`src/rtl/mult_div_unit.sv`:
```
// rtl/mult_div_unit.sv - iterative signed 32x32 Booth multiplier and 32/32 restoring divider
// Optional build macro: MULTDIV_FAST_PATH_EN (trivial mult/div skip the iterations)
module mult_div_unit #(
    parameter int WIDTH = 32
) (
    input  logic             clk,
    input  logic             reset,
    input  logic             MultCtrl,
    input  logic             DivCtrl,
    input  logic [WIDTH-1:0] A,
    input  logic [WIDTH-1:0] B,
    output logic             MultOut,
    output logic             DivOut,
    output logic             divZero,
    output logic             busy,
    output logic [WIDTH-1:0] HIOut,
    output logic [WIDTH-1:0] LOOut
);

    localparam int CW = $clog2(WIDTH + 1);
    localparam logic [CW-1:0] LAST = CW'(WIDTH);

    localparam logic [2:0] IDLE = 3'd0;
    localparam logic [2:0] MRUN = 3'd1;
    localparam logic [2:0] DRUN = 3'd2;
    localparam logic [2:0] DONE = 3'd3;
    localparam logic [2:0] HOLD = 3'd4;

    logic [2:0]         state;
    logic [CW-1:0]      count;
    logic               op_div;
    logic               sign_q;
    logic               sign_r;
    // {partial product (WIDTH+1), multiplier (WIDTH), Q-1}; the extra top bit absorbs -(-2^31)
    logic [2*WIDTH+1:0] acc;
    logic [WIDTH:0]     mcand;
    logic [WIDTH-1:0]   rem;
    logic [WIDTH-1:0]   quo;
    logic [WIDTH-1:0]   dvs;

    logic [WIDTH-1:0]   a_mag;
    logic [WIDTH-1:0]   b_mag;
    logic [WIDTH:0]     booth_hi;
    logic [WIDTH:0]     booth_sum;
    logic [2*WIDTH+1:0] booth_next;
    logic [WIDTH:0]     shifted;
    logic               sub_ok;
    logic [WIDTH-1:0]   rem_next;

    assign a_mag = A[WIDTH-1] ? -A : A;
    assign b_mag = B[WIDTH-1] ? -B : B;

    assign booth_hi = acc[2*WIDTH+1:WIDTH+1];
    always_comb begin
        booth_sum = booth_hi;
        case (acc[1:0])
            2'b01:   booth_sum = booth_hi + mcand;
            2'b10:   booth_sum = booth_hi - mcand;
            default: booth_sum = booth_hi;
        endcase
    end
    assign booth_next = {booth_sum[WIDTH], booth_sum, acc[WIDTH:1]};

    // The remainder after a successful subtract is below the divisor, so WIDTH bits suffice
    assign shifted  = {rem, quo[WIDTH-1]};
    assign sub_ok   = shifted >= {1'b0, dvs};
    assign rem_next = sub_ok ? (shifted[WIDTH-1:0] - dvs) : shifted[WIDTH-1:0];

    assign MultOut = (state == DONE) && !op_div;
    assign DivOut  = (state == DONE) && op_div;
    assign busy    = ((state == MRUN) || (state == DRUN)) && (count != LAST);

    always_ff @(posedge clk or negedge reset) begin
        if (!reset) begin
            state   <= IDLE;
            count   <= '0;
            op_div  <= 1'b0;
            sign_q  <= 1'b0;
            sign_r  <= 1'b0;
            acc     <= '0;
            mcand   <= '0;
            rem     <= '0;
            quo     <= '0;
            dvs     <= '0;
            divZero <= 1'b0;
            HIOut   <= '0;
            LOOut   <= '0;
        end else begin
            divZero <= 1'b0;
            case (state)
                IDLE: begin
                    if (MultCtrl) begin
                        op_div <= 1'b0;
                        mcand  <= {A[WIDTH-1], A};
                        acc    <= {{(WIDTH+1){1'b0}}, B, 1'b0};
                        count  <= '0;
                        state  <= MRUN;
`ifdef MULTDIV_FAST_PATH_EN
                        if ((A == '0) || (B == '0)) begin
                            acc   <= '0;
                            count <= LAST;
                        end
`endif
                    end else if (DivCtrl) begin
                        op_div <= 1'b1;
                        if (B == '0) begin
                            divZero <= 1'b1;
                            state   <= HOLD;
                        end else begin
                            dvs    <= b_mag;
                            quo    <= a_mag;
                            rem    <= '0;
                            sign_q <= A[WIDTH-1] ^ B[WIDTH-1];
                            sign_r <= A[WIDTH-1];
                            count  <= '0;
                            state  <= DRUN;
`ifdef MULTDIV_FAST_PATH_EN
                            if (a_mag < b_mag) begin
                                quo   <= '0;
                                rem   <= a_mag;
                                count <= LAST;
                            end
`endif
                        end
                    end
                end
                MRUN: begin
                    if (!MultCtrl) begin
                        state <= IDLE;
                    end else if (count == LAST) begin
                        HIOut <= acc[2*WIDTH:WIDTH+1];
                        LOOut <= acc[WIDTH:1];
                        state <= DONE;
                    end else begin
                        acc   <= booth_next;
                        count <= count + CW'(1);
                    end
                end
                DRUN: begin
                    if (!DivCtrl) begin
                        state <= IDLE;
                    end else if (count == LAST) begin
                        LOOut <= sign_q ? -quo : quo;
                        HIOut <= sign_r ? -rem : rem;
                        state <= DONE;
                    end else begin
                        rem   <= rem_next;
                        quo   <= {quo[WIDTH-2:0], sub_ok};
                        count <= count + CW'(1);
                    end
                end
                DONE: state <= HOLD;
                HOLD: begin
                    if (op_div ? !DivCtrl : !MultCtrl)
                        state <= IDLE;
                end
                default: state <= IDLE;
            endcase
        end
    end

endmodule

```
`config.mk`:
```
export PLATFORM = sky130hd
export DESIGN_NAME = mult_div_unit
export DESIGN_NICKNAME = d
export VERILOG_FILES = /design/src/rtl/mult_div_unit.sv
export SDC_FILE = /design/constraint.sdc
export NUM_CORES = 1
export LEC_CHECK = 0
export CORE_ASPECT_RATIO = 0.8
export CORE_MARGIN = 2
export CORE_UTILIZATION = 54
export CTS_CLUSTER_SIZE = 12
export DETAILED_ROUTE_END_ITERATION = 6
export GPL_TIMING_DRIVEN = 0
export PLACE_DENSITY = 0.88
export SYNTH_ARGS = -nofsm -noshare
export SYNTH_HDL_FRONTEND = slang
export SYNTH_SLANG_ARGS = --single-unit
```
`constraint.sdc`:
```
create_clock -name clk -period 4.15 [get_ports clk]
set_input_delay 1.245 -clock clk [delete_from_list [all_inputs] [get_ports clk]]
set_output_delay 1.245 -clock clk [all_outputs]
set_load 0.005 [all_outputs]
```
==> results.sh <==
export IMPL_antenna_found_initial=1
export IMPL_top_layer="met4"
export IMPL_clock_sinks=270
export IMPL_clkLatencyLatePin_ns=0.60
export IMPL_portBuffers=133
export IMPL_finalCoreUtilization_pct=64.6
export IMPL_synth_top_area_share_pct=36.8
export IMPL_dieWidth_um=210
export IMPL_fillers=2693
export IMPL_post_dp_hpwl_mm=46.1
export IMPL_grt_overflow=0
export IMPL_power_mw=16.0
export IMPL_crit_buf_inv=4
export IMPL_dieArea_um2=35500
export IMPL_max_vdd_ir_drop_mv=0.386
export IMPL_p_leak_nw=9.35
export IMPL_synth_area_leader_cell="dfrtp_1"
export IMPL_worstSetupStartpointType="flip-flop"
export IMPL_netlist_instances=2211
export IMPL_fin_area_um2=21700
export IMPL_clk_pin_slew_ns=0.06
export IMPL_drt_total_wl_mm=60.8
export IMPL_clk_path_buf_depth=3
export IMPL_synth_most_common_cell="nand2_1"
export IMPL_reg2reg_slack_ns=0.05
export IMPL_syn_area_um2=18400
export IMPL_ys_warn_count=0
export IMPL_wl_met2_mm=26.4
export IMPL_max_cap_violations=0
export IMPL_grt_max_degree=118
export IMPL_crit_arrival_ns=4.55
export IMPL_instances_no_fill=2849
export IMPL_synth_area_leaders="dfrtp_1 (37%), o21ai_0 (7.6%), nand2_1 (6.2%)"
export IMPL_nets=2540
export IMPL_endpoint_kind="flip-flop"
export IMPL_power_density_nw_per_um2=739
export IMPL_drc=0
export IMPL_pin_count=136
export IMPL_finClkSkew_ns=0.0237
export IMPL_wl_met1_mm=25.4
export IMPL_synth_distinct_cells=66
export IMPL_final_max_slew_viol_count=0
export IMPL_ys_async_sr_fraction_pct=100
export IMPL_final_hold_violation_count=0
export IMPL_fmax_ghz=0.244
export IMPL_rsz0062_at_grt="yes"
export IMPL_syn_avg_cell_area_um2=8.30
export IMPL_tightest_slew_ns=0.915
export IMPL_core_area_um2=33600
export IMPL_grt_pass1_wl_mm=93.4
export IMPL_finalCriticalPeriod_ns=4.10
export IMPL_ant_nets=0
export IMPL_cts_tree="done"
export IMPL_syn_nets=2353
export IMPL_vias=18359
export IMPL_critPathMaxStageDelay_ns=0.44
export IMPL_crit_chain="ha_1, clkbuf_1, buf_2, nor2_1, xnor2_1, ha_1, a211oi_1, o21ai_1, o2111ai_2, o21ai_2, a311oi_2, buf_4, buf_6, xor2_1, nor2_1, a21oi_1, o21ai_1"
export IMPL_initial_core_util_pct=54.7
export IMPL_area_sequential_um2=6760
export IMPL_met3_wirelength_mm=6.54
export IMPL_critical_path_required_ns=4.60
export IMPL_multi_input_area_um2=11200
export IMPL_critPathSlowestCell="dfrtp_1"
export IMPL_outcome="finished clean"
export IMPL_crit_family="compound AO/OA/AOI/OAI gates"
export IMPL_routabilityCongestion=0.970
export IMPL_synth_edff_count=0
export IMPL_cts_buffers=29
export IMPL_crit_type="reg2reg"
export IMPL_setup_tns_ns=0
export IMPL_place_inst=2780
export IMPL_syn_to_final_growth_pct=18.1
export IMPL_drt_initial_drc_count=2050
export IMPL_post_drt_wl_per_cell_um=21.3
export IMPL_avgViaCountPerCell=6.44
export IMPL_ys_ff_latch=270
export IMPL_rows=60
export IMPL_cts_htree_levels=1
export IMPL_root_buffer="clkbuf_16"
export IMPL_drive_above_1_share_pct=7.37
export IMPL_slew_headroom_pct=38.4
export IMPL_die_y_um=169
export IMPL_finalCritPeriodShare_pct=98.7
export IMPL_track_usage_pct=33.4
export IMPL_yosysSeqAreaShare_pct=36.8
export IMPL_placed_area_um2=20300
export IMPL_hold_path_class="reg2reg"
export IMPL_setup_violations=0
export IMPL_first_global_vias=17258
export IMPL_worst_path_max_fanout=10
export IMPL_synth_ff_type="dfrtp_1"
export IMPL_synth_common_cells="nand2_1 (304), o21ai_0 (277), dfrtp_1 (270)"
export IMPL_drt_first_pass_iters=6
-- cells in the final DEF, fill, tap and decap left out, types with 9 or more instances in the layout --
cell,Yosys,routed
nor2b_1,12,10
xor2_1,103,103
nor4_1,18,14
mux2i_1,70,70
clkbuf_1,105,102
nor3_1,24,22
nand4_1,14,14
clkbuf_16,0,29
buf_4,0,22
nand2_1,304,304
o21bai_1,11,11
a21oi_1,178,175
o21ai_0,277,267
or4_1,15,13
a211oi_1,12,12
dfrtp_1,270,270
o31ai_1,54,53
inv_1,68,68
mux2_2,30,30
o211ai_1,12,12
or3_1,24,24
xnor2_1,103,96
nand2b_1,13,13
or2_2,9,9
o41ai_1,16,15
o221ai_1,10,9
ha_1,72,68
clkdlybuf4s50_1,0,132
nor2_1,189,187
nand3_1,54,54
a31oi_1,12,12
a21o_1,31,31
-- state kept, by name, summed over array words and instances (netlist names) --
| register | cells |
|---|---|
| HIOut | 32 |
| LOOut | 32 |
| acc | 65 |
| count | 6 |
| divZero | 1 |
| dvs | 32 |
| mcand | 32 |
| op_div | 1 |
| quo | 32 |
| rem | 32 |
| sign_q | 1 |
| sign_r | 1 |
| state | 3 |
-- final cells by class --
type | count | area share [%]
repair buffers | 156 | 7.16
multi-input cells | 1751 | 51.4
diodes | 1 | 0.0115
inverters | 68 | 1.18
flip-flops and latches | 270 | 31.1
clock inverters | 7 | 0.490
clock buffers | 40 | 3.81
well taps | 434 | 2.50
plain buffers | 122 | 2.26
-- path summary, 6_finish.rpt --
| kind | endpoint | depth (start not counted) | start |
|---|---|---|---|
| min in group asynchronous | acc[41] | 1 | reset |
| hold / removal | HIOut[14] | 2 | HIOut[14] |
| max in group asynchronous | acc[26] | 2 | reset |
| hold reg to reg | HIOut[14] | 2 | HIOut[14] |
| setup reg to reg | acc[56] | 17 | acc[1] |
| setup / recovery | acc[56] | 17 | acc[1] |
-- metal layers --
layer / GRT usage [%] / vias up
li1: - / 8200
met1: 47.3 / 8868
met2: 50.5 / 1112
met3: 6.49 / 179
met4: 13.2 / 0
met5: 0 / -
-- per-stage QoR --
stage / hold slack, ns / setup WS [ns]
5_1_grt: 0.502 / -0.101
3_3_place_gp: 0.468 / -9.46
2_1_floorplan: 0.450 / 0.0616
3_5_place_dp: 0.471 / -0.898
6_report: 0.489 / 0.0523
4_1_cts: 0.491 / 0.000381
-- power breakdown --
| part | total (mW) | leakage, nW | switching [mW] | internal [mW] |
|---|---|---|---|---|
| Combinational | 9.00 | 5.36 | 5.52 | 3.47 |
| Clock | 2.63 | 0.457 | 1.12 | 1.51 |
| Sequential | 4.40 | 3.53 | 1.00 | 3.40 |
-- cells by family (layout without fill, tap and decap cells) --
| logic type | Yosys count | in the layout | synth area share (%) |
|---|---|---|---|
| simple gates | 707 | 707 | 17.3 |
| compound gates | 664 | 664 | 21.3 |
| flops | 270 | 270 | 36.8 |
| xor+xnor | 206 | 206 | 9.83 |
| buf+inv | 190 | 393 | 3.95 |
| mux | 100 | 100 | 5.66 |
| fa+ha+maj | 74 | 74 | 5.12 |
| other cells | 0 | 1 | 0 |
-- what timing repair did --
action | CTS | global route
resized for setup | 34 | 42
buffers inserted | 16 | 5
endpoints found under the setup margin | 57 | 94
hold buffers | 0 | 0
pin swaps | 17 | 28
-- worst register-to-register path: stages (launching register included) --
cell       delay [ns]
dfrtp_1          0.44
ha_1             0.19
clkbuf_1         0.25
buf_2            0.30
nor2_1           0.09
xnor2_1          0.29
ha_1             0.35
a211oi_1         0.33
o21ai_1          0.20
o2111ai_2        0.29
o21ai_2          0.18
a311oi_2         0.27
buf_4            0.18
buf_6            0.10
xor2_1           0.14
nor2_1           0.07
a21oi_1          0.21
o21ai_1          0.08
Note: power is estimated with default switching activity, not from simulation.
